==> src/rtl/mem_stage_pkg.sv <==
// Shared encodings for the memory-access stage: op codes, exception codes,
// bus polarities and the bus FSM state type.
package mem_stage_pkg;

   typedef enum logic [1:0] {
      MEM_OP_NOP = 2'd0,
      MEM_OP_LDW = 2'd1,
      MEM_OP_STW = 2'd2
   } mem_op_t;

   localparam logic [2:0] ISA_EXP_NO_EXP     = 3'd0;
   localparam logic [2:0] ISA_EXP_MISS_ALIGN = 3'd4;

   localparam logic READ     = 1'b1;
   localparam logic WRITE    = 1'b0;
   localparam logic ENABLE_  = 1'b0;
   localparam logic DISABLE_ = 1'b1;

   typedef enum logic [1:0] {
      ST_IDLE   = 2'd0,
      ST_REQ    = 2'd1,
      ST_ACCESS = 2'd2,
      ST_STALL  = 2'd3
   } bus_state_t;

endpackage

==> src/rtl/mem_stage_bus_if.sv <==
// Bus handshake FSM: request/grant arbitration, one-cycle address strobe,
// wait for slave ready, and hold of load data while the pipeline is stalled.
//
// state     | meaning
// ST_IDLE   | no transaction; a new access raises bus_req_
// ST_REQ    | waiting for grant; strobe and address issued on grant
// ST_ACCESS | strobe done, waiting for bus_rdy_
// ST_STALL  | transaction finished, load data held until stall drops
module mem_stage_bus_if
   import mem_stage_pkg::*;
#(
   parameter int WORD_ADDR_W = 30,
   parameter int WORD_DATA_W = 32
) (
   input  logic                   clk,
   input  logic                   reset,
   input  logic                   stall,
   input  logic                   access,
   input  logic                   rw,
   input  logic [WORD_ADDR_W-1:0] addr,
   input  logic [WORD_DATA_W-1:0] wr_data,
   output logic                   busy,
   output logic [WORD_DATA_W-1:0] rd_data,
   output logic                   bus_req_,
   input  logic                   bus_grnt_,
   output logic                   bus_as_,
   output logic                   bus_rw,
   output logic [WORD_ADDR_W-1:0] bus_addr,
   output logic [WORD_DATA_W-1:0] bus_wr_data,
   input  logic [WORD_DATA_W-1:0] bus_rd_data,
   input  logic                   bus_rdy_
);

   bus_state_t             state, state_nxt;
   logic                   req_nxt, as_nxt, rw_nxt;
   logic [WORD_ADDR_W-1:0] addr_nxt;
   logic [WORD_DATA_W-1:0] wdata_nxt, rd_buf, rd_buf_nxt;

   always_ff @(posedge clk) begin
      if (reset) begin
         state       <= ST_IDLE;
         bus_req_    <= DISABLE_;
         bus_as_     <= DISABLE_;
         bus_rw      <= READ;
         bus_addr    <= '0;
         bus_wr_data <= '0;
         rd_buf      <= '0;
      end else begin
         state       <= state_nxt;
         bus_req_    <= req_nxt;
         bus_as_     <= as_nxt;
         bus_rw      <= rw_nxt;
         bus_addr    <= addr_nxt;
         bus_wr_data <= wdata_nxt;
         rd_buf      <= rd_buf_nxt;
      end
   end

   always_comb begin
      state_nxt  = state;
      busy       = 1'b0;
      rd_data    = rd_buf;
      req_nxt    = bus_req_;
      as_nxt     = DISABLE_;
      rw_nxt     = bus_rw;
      addr_nxt   = bus_addr;
      wdata_nxt  = bus_wr_data;
      rd_buf_nxt = rd_buf;
      case (state)
         ST_IDLE: begin
            if (access) begin
               busy      = 1'b1;
               req_nxt   = ENABLE_;
               state_nxt = ST_REQ;
            end
         end
         ST_REQ: begin
            busy = 1'b1;
            if (bus_grnt_ == ENABLE_) begin
               as_nxt    = ENABLE_;
               rw_nxt    = rw;
               addr_nxt  = addr;
               wdata_nxt = wr_data;
               state_nxt = ST_ACCESS;
            end
         end
         ST_ACCESS: begin
            if (bus_rdy_ == ENABLE_) begin
               // data goes straight through this cycle and is kept for a stall
               rd_data    = bus_rd_data;
               rd_buf_nxt = bus_rd_data;
               req_nxt    = DISABLE_;
               rw_nxt     = READ;
               addr_nxt   = '0;
               wdata_nxt  = '0;
               state_nxt  = stall ? ST_STALL : ST_IDLE;
            end else begin
               busy = 1'b1;
            end
         end
         ST_STALL: begin
            if (!stall) state_nxt = ST_IDLE;
         end
         default: state_nxt = ST_IDLE;
      endcase
   end

endmodule

==> src/rtl/mem_stage.sv <==
// Memory-access pipeline stage: alignment check, bus access through the
// handshake FSM, and the MEM/WB pipeline register.
module mem_stage
   import mem_stage_pkg::*;
#(
   parameter int WORD_ADDR_W = 30,
   parameter int WORD_DATA_W = 32
) (
   input  logic                   clk,
   input  logic                   reset,
   input  logic                   stall,
   input  logic                   flush,
   output logic                   busy,
   input  logic [WORD_ADDR_W-1:0] ex_pc,
   input  logic                   ex_en,
   input  logic                   ex_br_flag,
   input  logic [1:0]             ex_ctrl_op,
   input  logic [4:0]             ex_dst_addr,
   input  logic                   ex_gpr_we_,
   input  logic [2:0]             ex_exp_code,
   input  logic [1:0]             ex_mem_op,
   input  logic [WORD_DATA_W-1:0] ex_mem_wr_data,
   input  logic [WORD_DATA_W-1:0] ex_out,
   output logic                   bus_req_,
   input  logic                   bus_grnt_,
   output logic                   bus_as_,
   output logic                   bus_rw,
   output logic [WORD_ADDR_W-1:0] bus_addr,
   output logic [WORD_DATA_W-1:0] bus_wr_data,
   input  logic [WORD_DATA_W-1:0] bus_rd_data,
   input  logic                   bus_rdy_,
   output logic [WORD_ADDR_W-1:0] mem_pc,
   output logic                   mem_en,
   output logic                   mem_br_flag,
   output logic [1:0]             mem_ctrl_op,
   output logic [4:0]             mem_dst_addr,
   output logic                   mem_gpr_we_,
   output logic [2:0]             mem_exp_code,
   output logic [WORD_DATA_W-1:0] mem_out
);

   logic                   is_mem_op, is_ldw, access, miss_align, rw;
   logic [WORD_DATA_W-1:0] rd_data;

   // an incoming exception suppresses both the access and the alignment check
   always_comb begin
      is_mem_op  = ex_en && (ex_exp_code == ISA_EXP_NO_EXP) &&
                   ((ex_mem_op == MEM_OP_LDW) || (ex_mem_op == MEM_OP_STW));
      is_ldw     = ex_mem_op == MEM_OP_LDW;
      access     = is_mem_op && (ex_out[1:0] == 2'b00) && !flush;
      miss_align = is_mem_op && (ex_out[1:0] != 2'b00);
      rw         = is_ldw ? READ : WRITE;
   end

   mem_stage_bus_if #(
      .WORD_ADDR_W (WORD_ADDR_W),
      .WORD_DATA_W (WORD_DATA_W)
   ) u_bus_if (
      .clk         (clk),
      .reset       (reset),
      .stall       (stall),
      .access      (access),
      .rw          (rw),
      .addr        (ex_out[WORD_DATA_W-1:2]),
      .wr_data     (ex_mem_wr_data),
      .busy        (busy),
      .rd_data     (rd_data),
      .bus_req_    (bus_req_),
      .bus_grnt_   (bus_grnt_),
      .bus_as_     (bus_as_),
      .bus_rw      (bus_rw),
      .bus_addr    (bus_addr),
      .bus_wr_data (bus_wr_data),
      .bus_rd_data (bus_rd_data),
      .bus_rdy_    (bus_rdy_)
   );

   always_ff @(posedge clk) begin
      if (reset || (!stall && flush)) begin
         mem_pc       <= '0;
         mem_en       <= 1'b0;
         mem_br_flag  <= 1'b0;
         mem_ctrl_op  <= '0;
         mem_dst_addr <= '0;
         mem_gpr_we_  <= DISABLE_;
         mem_exp_code <= ISA_EXP_NO_EXP;
         mem_out      <= '0;
      end else if (!stall) begin
         mem_pc       <= ex_pc;
         mem_en       <= ex_en;
         mem_br_flag  <= ex_br_flag;
         mem_ctrl_op  <= ex_ctrl_op;
         mem_dst_addr <= ex_dst_addr;
         mem_gpr_we_  <= miss_align ? DISABLE_ : ex_gpr_we_;
         mem_exp_code <= miss_align ? ISA_EXP_MISS_ALIGN : ex_exp_code;
         mem_out      <= (access && is_ldw) ? rd_data : ex_out;
      end
   end

endmodule

==> config.mk <==
export PLATFORM = sky130hd
export DESIGN_NAME = mem_stage
export DESIGN_NICKNAME = d
export VERILOG_FILES = /design/src/rtl/mem_stage_pkg.sv /design/src/rtl/mem_stage_bus_if.sv /design/src/rtl/mem_stage.sv
export SDC_FILE = /design/constraint.sdc
export NUM_CORES = 1
export LEC_CHECK = 0
export BUFFER_PORTS_ARGS = -buffer_cell sky130_fd_sc_hd__buf_4
export CAP_MARGIN = 5
export CORE_MARGIN = 1.5
export CORE_UTILIZATION = 50
export DETAILED_ROUTE_END_ITERATION = 8
export GPL_ROUTABILITY_DRIVEN = 1
export GPL_TIMING_DRIVEN = 0
export HOLD_SLACK_MARGIN = 0.1
export PLACE_DENSITY = 0.85
export SETUP_SLACK_MARGIN = 0.5
export SYNTH_ARGS = -nofsm -noshare
export SYNTH_HDL_FRONTEND = slang
export SYNTH_SLANG_ARGS = --single-unit
==> constraint.sdc <==
create_clock -name clk -period 4.8 [get_ports clk]
set_clock_uncertainty 0.15 [all_clocks]
set_input_delay 0.24 -clock clk [delete_from_list [all_inputs] [get_ports clk]]
set_output_delay 0.24 -clock clk [all_outputs]
set_load 0.005 [all_outputs]
======== Yosys cells after proc, flatten, opt, wreduce, memory -nomap -nowiden ========
Cells that the tools add are included.
cells by class
  eq/ne operators ......................... 9
  muxes and demuxes ....................... 27
  bitwise logic cells ..................... 1
  reductions and logical operators ........ 21
operator list
  cell                count
  $mux 32             5
  $pmux 32 s2         1
  $mux 30             2
  $pmux 30 s2         1
  $mux 2              5
  $mux 1              8
  $ne 2x2->1 const B  4
  $pmux 2 s4          1
  $logic_and 1x1->1   7
  $eq 2x2->1 const B  3
  $reduce_and 3->1    2
  $reduce_bool 2->1   3
  $eq 2x1->1 const B  2
  $logic_not 2->1     2
  $pmux 1 s2          2
  $reduce_and 4->1    1
  $logic_not 3->1     1
  $mux 3              1
  $pmux 1 s3          1
  $logic_not 1->1     2
  $logic_or 1x1->1    2
  $reduce_or 2->1     1
  $not 1->1           1
word-level totals
  bits in registers ....................... 174
  input port bits ......................... 147
  output and inout port bits .............. 141
  logic and storage cells ................. 73

======== Logic depth before layout (Yosys ltp) ========
Gate-level depths: netlist (run 1).
  depth in word-level cells ............... 7
  mapped depth ............................ 7
  gate-level depth less buffers ........... 5

======== Hierarchy ========
From an unflattened synthesis (run 1), not the netlist that was laid out.
second synthesis, totals
  cell total of the unflattened synthesis .. 677
  area total of the unflattened synthesis .. 6967.9 µm²
modules (own cells, without submodules)
  module            instances  cells an instance  area each (µm²)  seq. area each (µm²)
  mem_stage         1          408                3612.2           1501.4
  mem_stage_bus_if  1          269                3355.7           1981.9

======== Worst setup path after synthesis (run 1) ========
No wires, ideal clock.
  path type ............................... input port to flip-flop
  start ................................... in ex_mem_op[1]
  end ..................................... reg mem_out[19]
  setup time .............................. 0.079 ns
  arrival ................................. 1.849 ns
  required time ........................... 4.571 ns
  path slack .............................. 2.722 ns
  stages on the path ...................... 7
  path buffers ............................ 2
  path through ............................ inv_1 > ha_1 > or3_1 > or4b_1 > buf_2 > buf_6 > o211ai_1
on the way
  cells in the longest elaborated chain, start to end .. 7
  elaborated cells between the ends (all ways) .. 8
  classes of those cells .................. eq/ne (2); mux (1); reduce/logical (5)
ends and longest elaborated chain
  item                                             RTL line                          RTL
  start, declared                                  mem_stage.sv:21                   input logic [1:0] ex_mem_op,
  $eq 2x1->1 / $eq 2x2->1 (equally long branches)  mem_stage.sv:48, mem_stage.sv:49
  $logic_or 1x1->1                                 mem_stage.sv:48                   ((ex_mem_op == MEM_OP_LDW) || (ex_mem_op == MEM_OP_STW));
  $logic_and 1x1->1                                mem_stage.sv:47                   is_mem_op = ex_en && (ex_exp_code == ISA_EXP_NO_EXP) &&
  $logic_and 1x1->1 (2 in a row)                   mem_stage.sv:50                   access = is_mem_op && (ex_out[1:0] == 2'b00) && !flush;
  $logic_and 1x1->1 (*)                            mem_stage.sv:96                   mem_out <= (access && is_ldw) ? rd_data : ex_out;
  $mux 32 (*)                                      mem_stage.sv:96
  end signal, assigned                             mem_stage.sv:96
  end, declared                                    mem_stage.sv:39                   output logic [WORD_DATA_W-1:0] mem_out
Mark *: on every way between the ends. The rest lies on a longest branch, timed or not.
A chain may end at the register's enable or synchronous reset.

======== Worst setup path in the final report (run 1) ========
  start ................................... reg u_bus_if.state[1]
  end ..................................... reg u_bus_if.bus_wr_data[28]
on the way
  cells in the longest elaborated chain, start to end .. 3
  elaborated cells between the ends (all ways) .. 7
  classes of those cells .................. eq/ne (4); mux (1); reduce/logical (2)
ends and longest elaborated chain
  item                                                              RTL line                RTL
  start, declared                                                   mem_stage_bus_if.sv:34  bus_state_t state, state_nxt;
  start signal, assigned                                            mem_stage_bus_if.sv:49  state <= state_nxt;
  $eq 2x2->1 / $eq 2x1->1 (equally long branches)                   mem_stage_bus_if.sv:69  case (state)
  $ne 2x2->1 (no line) / $reduce_bool 2->1 (equally long branches)  n/a
  $reduce_and 3->1 (no line)                                        n/a
  end signal, assigned                                              mem_stage_bus_if.sv:54  bus_wr_data <= wdata_nxt;
  end, declared                                                     mem_stage_bus_if.sv:29  output logic [WORD_DATA_W-1:0] bus_wr_data,
Several ways; a longest one is shown, not always the timed one.

==> results of run 1 <==
[critical path, cell delays in order, from the launching register on]
cell and delay, ns:
sky130_fd_sc_hd__dfxtp_1 0.47, sky130_fd_sc_hd__nor3b_1 0.19, sky130_fd_sc_hd__nor3_1 0.73, sky130_fd_sc_hd__clkbuf_1 0.47, sky130_fd_sc_hd__clkbuf_1 0.47, sky130_fd_sc_hd__a22o_1 0.25
[final timing paths]
check	startpoint	to	slack, ns
max	u_bus_if.state[1]	u_bus_if.bus_wr_data[28]	1.99
min	bus_rdy_	u_bus_if.state[1]	0.13
max reg2reg	u_bus_if.state[1]	u_bus_if.bus_wr_data[28]	1.99
min reg2reg	mem_out[13]	mem_out[13]	0.32
[registers in the layout, summed over array words and instances (netlist names)]
signal and count:
mem_br_flag 1, mem_ctrl_op 2, mem_dst_addr 5, mem_en 1, mem_exp_code 3, mem_gpr_we_ 1
mem_out 32, mem_pc 30, u_bus_if.bus_addr 30, u_bus_if.bus_as_ 1, u_bus_if.bus_req_ 1, u_bus_if.bus_rw 1
u_bus_if.bus_wr_data 32, u_bus_if.rd_buf 32, u_bus_if.state 2
[per-stage QoR]
step	cells	hold WS, ns	util, %	cell area (um2)
finish	1180	0.133	87.6	10500
global route	1180	0.150	87.6	10500
CTS	1180	0.108	87.6	10500
detailed placement	1009	0.309	70.7	8490
global placement	1009	0.307	70.7	8490
floorplan	576	0.223	-	6160
[logic make-up (layout without fill, tap and decap cells)]
| group | count (synthesis) | in the layout |
|---|---|---|
| AO/OA/AOI/OAI | 137 | 137 |
| flip-flops | 174 | 174 |
| AND/OR/NAND/NOR | 133 | 133 |
| adder cells (fa/ha/maj) | 1 | 1 |
| multiplexers | 73 | 73 |
| buffers and inverters | 58 | 515 |
[cells in the mapped netlist (2+ instances only)]
cell type                    n  area share (%)
sky130_fd_sc_hd__inv_1       5            0.30
sky130_fd_sc_hd__nand3_1     3            0.24
sky130_fd_sc_hd__nor3b_1     4            0.49
sky130_fd_sc_hd__nand2b_1    2            0.20
sky130_fd_sc_hd__o311ai_0   30             4.3
sky130_fd_sc_hd__a21o_1      2            0.24
sky130_fd_sc_hd__mux2i_1    73              12
sky130_fd_sc_hd__o211ai_1   30             3.7
sky130_fd_sc_hd__nor2_1     79             4.8
sky130_fd_sc_hd__buf_1       5            0.30
sky130_fd_sc_hd__nand2_1    33             2.0
sky130_fd_sc_hd__or3b_2      2            0.28
sky130_fd_sc_hd__clkbuf_1   41             2.5
sky130_fd_sc_hd__dfxtp_1   174              57
sky130_fd_sc_hd__a21oi_1     6            0.49
sky130_fd_sc_hd__nor3_1      3            0.24
sky130_fd_sc_hd__buf_6       3            0.55
sky130_fd_sc_hd__or4b_1      2            0.32
sky130_fd_sc_hd__o22ai_1     2            0.20
sky130_fd_sc_hd__a22o_1     59             8.4
sky130_fd_sc_hd__buf_2       4            0.32
sky130_fd_sc_hd__or3_1       4            0.41
[layer usage]
layer	share of wire [%]	vias to the layer above
met4	5.3	0
met5	0	-
met1	35	3347
li1	-	2994
met3	8.9	123
met2	51	488
[power by group through the flow]
stage	logic, W	clock network [W]	registers [W]
CTS	0.000359	0.00146	0.00149
global placement	0.000258	0	0.00152
detailed placement	0.000266	0	0.00152
global route	0.000402	0.00152	0.00150
floorplan	0.0000886	0	0.00152
finish	0.000385	0.00147	0.00150
[final cells by class]
cell class | count | area [um2]
Buffer | 53 | 226
Clock buffer | 23 | 478
Clock inverter | 7 | 135
Fill cell | 499 | 1490
Inverter | 5 | 18.8
Multi-Input combinational cell | 344 | 2430
Sequential cell | 174 | 3480
Tap cell | 147 | 184
Timing Repair Buffer | 427 | 3560
==> flow_metrics.env, run 1 <==
export IMPL_run_status="finished, final reports clean"
export IMPL_yosys_warnings=0
export IMPL_post_route_worst_setup_slack_ns=1.99
export IMPL_portbufs=286
export IMPL_finalPower_w=0.00335
export IMPL_vias=6952
export IMPL_grt_first_pass_wirelength_um=39500
export IMPL_core_region_area_mm2=0.0120
export IMPL_r2r_worst_path_cells=5
export IMPL_final_hold_violation_count=0
export IMPL_setup_violations_final=0
export IMPL_met1_usage_pct=42.3
export IMPL_hpwlAfterDp_um=14600
export IMPL_tritoncts="built"
export IMPL_synth_edf_count=0
export IMPL_synth_area_mm2=0.00616
export IMPL_ys_async_sr_fraction_pct=0
export IMPL_cts_buffer_depth=2
export IMPL_synth_ff_latch_count=174
export IMPL_ctsHtreeMaxLevel=4
export IMPL_cts_hold_buffers_added=141
export IMPL_synthesized_netlist_cell_count=576
export IMPL_tritoncts_num_sinks=174
export IMPL_synth_top_family_by_area="compound AO/OA/AOI/OAI gates"
export IMPL_global_route_usage_met2_pct=71.2
export IMPL_number_of_gates_resized_after_cts=0
export IMPL_numCtsBuffers=17
export IMPL_worstSetupPathType="reg -> reg"
export IMPL_dpl_worst_slack_ns=2.21
export IMPL_clkTransAtPathRegs_ns=0.06
export IMPL_grt_overflow_total=0
export IMPL_syn_num_nets=724
export IMPL_reported_max_cap_violation_count=0
export IMPL_setup_worst_path_end_class="flip-flop"
export IMPL_worst_hold_path_cells=4
export IMPL_commonest_non_fill_non_tap_cell_in_the_layout="sky130_fd_sc_hd__buf_4"
export IMPL_final_period_minus_worst_setup_slack_ns=2.81
export IMPL_ant_nets=0
export IMPL_synth_simple_area_share_pct=9.11
export IMPL_switching_power_of_the_nets_w=0.000748
export IMPL_design_die_area_mm2=0.0130
export IMPL_number_of_design_rule_violations_left_by_the_first_detailed_router_iteration=590
export IMPL_fmaxAchievable_ghz=0.356
export IMPL_path_max_fanout=10
export IMPL_critPathLaunchType="flip-flop"
export IMPL_worst_hold_path_type="in -> reg"
export IMPL_boundaryPins=288
export IMPL_slew_limit_fails=0
export IMPL_antenna_found_initial=0
export IMPL_cell_internal_pwr_w=0.00260
export IMPL_cts_root_buffer_cell="sky130_fd_sc_hd__clkbuf_16"
export IMPL_synth_compound_gate_area_share_pct=18.3
export IMPL_fp_dieH_um=114
export IMPL_critical_path_required_ns=5.00
export IMPL_synth_xor_xnor_area_share_pct=0
export IMPL_pwr_share_comb_pct=11.5
export IMPL_layout_common_cells="sky130_fd_sc_hd__buf_4 (286), sky130_fd_sc_hd__dfxtp_1 (174), sky130_fd_sc_hd__dlygate4sd3_1 (141)"
export IMPL_drt_wirelength_per_cell_um=22.2
export IMPL_cellPowerDensity_mw_per_mm2=319
export IMPL_max_vdd_ir_drop_uv=208
export IMPL_core_rowCount=40
export IMPL_grt_start_max_net_pins=17
export IMPL_iteration_count_of_the_initial_detailed_routing_pass=5
export IMPL_start_util_pct=51.3
export IMPL_groute_usage_overall_pct=39.9
export IMPL_route_final_wire_length_um=26200
export IMPL_slew_worst_pin_ns=0.919
export IMPL_power_clock_fraction_pct=43.8
export IMPL_grt_met3_usage_pct=10.8
export IMPL_die_w_um=114
export IMPL_drc=0
export IMPL_routed_via_density=5.89
export IMPL_antenna_cells=0
export IMPL_post_cts_setup_bufs=0
export IMPL_first_global_vias=7198
export IMPL_finalWeightedCongestion=0.861
export IMPL_synthAdderAreaFrac_pct=0.203
export IMPL_relSlewSlack_pct=38.2
export IMPL_ys_seq_area_share_pct=56.5
export IMPL_layout_area_overhead_vs_synth_pct=70.7
export IMPL_power_frac_seq_pct=44.7
export IMPL_tns_ns=0
export IMPL_final_layout_size_suffix_gt1_share_pct=31.3
export IMPL_yosysUniqueCellTypes=32
export IMPL_clk_latency_ns=0.42
export IMPL_synth_main_ff_cell="sky130_fd_sc_hd__dfxtp_1"
export IMPL_switching_share_pct=22.3
export IMPL_syn_mean_instance_area_um2=10.7
export IMPL_min_period_over_period_pct=58.5
export IMPL_grt_setup_unrepaired="no"
export IMPL_p_leak_nw=4.88
export IMPL_worstPathArrival_ns=3.01
export IMPL_synth_mux_area_fraction_pct=11.9
export IMPL_design_final_nets=1170
export IMPL_grt_busiest_layer="met2"
(Power assumes the default switching activity.)
==> run 2, diff against run 1 <==
CORE_UTILIZATION = 46   (was 50)
PLACE_DENSITY = 0.79   (was 0.85)
clock period = 2.7 ns   (was 4.8 ns; I/O delays follow)
==> flow_metrics.env, run 2 (synthesis results as in run 1) <==
export IMPL_final_period_minus_worst_setup_slack_ns=2.11
export IMPL_r2r_worst_path_cells=5
export IMPL_cpLargestDelayFamily="buffers and inverters"
export IMPL_ctsHtreeMaxLevel=4
export IMPL_final_hold_violation_count=0
export IMPL_ant_nets=0
export IMPL_tritoncts_num_sinks=174
export IMPL_dpl_cell_area_mm2=0.00853
export IMPL_switching_power_of_the_nets_w=0.00135
export IMPL_commonest_non_fill_non_tap_cell_in_the_layout="sky130_fd_sc_hd__buf_4"
export IMPL_pwr_share_comb_pct=11.6
export IMPL_reported_max_cap_violation_count=0
export IMPL_critical_path_required_ns=2.85
export IMPL_tns_ns=0
export IMPL_setup_worst_path_end_class="flip-flop"
export IMPL_run_status="finished, final reports clean"
export IMPL_grt_overflow_total=0
export IMPL_post_cts_setup_bufs=0
export IMPL_layout_area_overhead_vs_synth_pct=73.0
export IMPL_worst_setup_path_startpoint="bus_grnt_"
export IMPL_critPathLaunchType="input pin"
export IMPL_cellPowerDensity_mw_per_mm2=543
export IMPL_design_die_area_mm2=0.0141
export IMPL_worst_hold_path_type="in -> reg"
export IMPL_cp_common_cell="sky130_fd_sc_hd__dlygate4sd3_1"
export IMPL_first_global_vias=6923
export IMPL_boundaryPins=288
export IMPL_slew_worst_pin_ns=0.717
export IMPL_setup_violations_final=0
export IMPL_clkTransAtPathRegs_ns=0.06
export IMPL_numCtsBuffers=17
export IMPL_largestRegisters="mem_out: 32 flops, u_bus_if.bus_wr_data: 32 flops, u_bus_if.rd_buf: 32 flops"
export IMPL_number_of_design_rule_violations_left_by_the_first_detailed_router_iteration=413
export IMPL_min_period_over_period_pct=78.3
export IMPL_worstPathArrival_ns=2.27
export IMPL_ff2ff_setup_slack_ns=0.60
export IMPL_clk_latency_ns=0.42
export IMPL_fmaxAchievable_ghz=0.473
export IMPL_cts_root_buffer_cell="sky130_fd_sc_hd__clkbuf_16"
export IMPL_grt_first_pass_wirelength_um=36100
export IMPL_groute_usage_overall_pct=32.7
export IMPL_cell_internal_pwr_w=0.00444
export IMPL_switching_share_pct=23.3
export IMPL_core_region_area_mm2=0.0131
export IMPL_final_design_area_no_fill_mm2=0.0107
export IMPL_start_util_pct=46.9
export IMPL_power_clock_fraction_pct=42.5
export IMPL_max_vdd_ir_drop_uv=414
export IMPL_worst_path_buf_inv=4
export IMPL_cts_buffer_depth=2
export IMPL_crit_slowest_cell="sky130_fd_sc_hd__dlygate4sd3_1"
export IMPL_crit_reg2reg_capture="u_bus_if.bus_rw"
export IMPL_antenna_cells=0
export IMPL_die_w_um=119
export IMPL_final_layout_size_suffix_gt1_share_pct=33.2
export IMPL_core_rowCount=42
export IMPL_hold_slack_ns=0.118
export IMPL_cp_depth=7
export IMPL_p_leak_nw=4.92
export IMPL_hpwlAfterDp_um=14600
export IMPL_routed_via_density=5.39
export IMPL_grt_setup_unrepaired="no"
export IMPL_vias=6565
export IMPL_tritoncts="built"
export IMPL_finalWeightedCongestion=0.889
export IMPL_grt_start_max_net_pins=17
export IMPL_utilization_pct=81.2
export IMPL_layout_common_cells="sky130_fd_sc_hd__buf_4 (286), sky130_fd_sc_hd__dfxtp_1 (172), sky130_fd_sc_hd__dlygate4sd3_1 (149)"
export IMPL_fp_dieH_um=119
export IMPL_design_final_nets=1178
export IMPL_path_max_fanout=6
export IMPL_crit_chain="dlygate4sd3_1, buf_4, or3b_2, clkbuf_1, nor2_1, o21bai_1, dlygate4sd3_1"
export IMPL_drt_wirelength_per_cell_um=19.2
export IMPL_portbufs=286
export IMPL_antenna_found_initial=0
export IMPL_power_frac_seq_pct=45.9
export IMPL_worst_setup_path_endpoint="u_bus_if.bus_rw"
export IMPL_worstSetupPathType="in -> reg"
export IMPL_finalPower_w=0.00579
export IMPL_drc=0
export IMPL_relSlewSlack_pct=52.2
export IMPL_iteration_count_of_the_initial_detailed_routing_pass=5
export IMPL_slew_limit_fails=0
export IMPL_route_final_wire_length_um=23400
export IMPL_worst_r2r_startpoint="u_bus_if.state[0]"
export IMPL_slowest_delay_ns=0.55
## run 2: cell count changes in the layout (fill, tap and decap cells not counted), sizes merged
| cell | before | now |
|---|---|---|
| buf | 298 | 297 |
| clkinv | 3 | 5 |
| inv | 5 | 7 |
| dlygate4sd3 | 141 | 149 |
| bufinv | 4 | 2 |
| clkbuf | 64 | 61 |
| clkinvlp | 0 | 4 |
## run 2: cell type report
type                            instances  area (um2)
Buffer                                 53         240
Clock inverter                         13         139
Tap cell                              176         220
Sequential cell                       174        3490
Clock buffer                           19         453
Timing Repair Buffer                  435        3640
Multi-Input combinational cell        344        2470
Fill cell                             726        2470
Inverter                                5        18.8
## run 2: metal layers
layer | global-route usage [%] | vias to the layer above | routed length, um
met3 | 8.01 | 61 | 1740
met5 | 0 | - | 0
li1 | - | 3014 | -
met1 | 37.4 | 3157 | 9150
met2 | 58.2 | 333 | 11800
met4 | 13.5 | 0 | 698
## run 2: how the worst min path moves through the flow
stage,start,end,cells after the start
after floorplan,ex_out[12],u_bus_if.bus_addr[10],1
after global placement,ex_mem_wr_data[28],u_bus_if.bus_wr_data[28],2
after detailed placement,ex_mem_wr_data[4],u_bus_if.bus_wr_data[4],2
after CTS,stall,u_bus_if.state[1],4
after global routing,stall,u_bus_if.state[1],4
final,stall,u_bus_if.state[1],4
## run 2: power by group through the flow
stage	sequential, W	clock (W)	combinational (W)
6_report	0.00266	0.00246	0.000674
5_1_grt	0.00266	0.00259	0.000715
4_1_cts	0.00265	0.00246	0.000648
3_5_place_dp	0.00271	0	0.000472
3_3_place_gp	0.00271	0	0.000460
2_1_floorplan	0.00271	0	0.000157
## run 2: worst register-to-register path, stage by stage, from the launching register on
cell and delay, ns:
sky130_fd_sc_hd__dfxtp_2 0.38, sky130_fd_sc_hd__or3b_2 0.47, sky130_fd_sc_hd__clkbuf_1 0.22, sky130_fd_sc_hd__nor2_1 0.14, sky130_fd_sc_hd__o21bai_1 0.08, sky130_fd_sc_hd__dlygate4sd3_1 0.55
## run 2: timing repair
item / in CTS / in global routing
resized for setup: 12 / 12
pin swaps: 1 / 0
hold buffers: 149 / 0
endpoints found under the setup margin: 75 / 47
endpoints found under the hold margin: 173 / 0
## run 2: per-stage QoR
step / std cells / worst slack (ns)
floorplan: 576 / 0.727
global placement: 1038 / 0.206
detailed placement: 1038 / 0.136
CTS: 1219 / 0.497
global route: 1219 / 0.530
finish: 1219 / 0.586
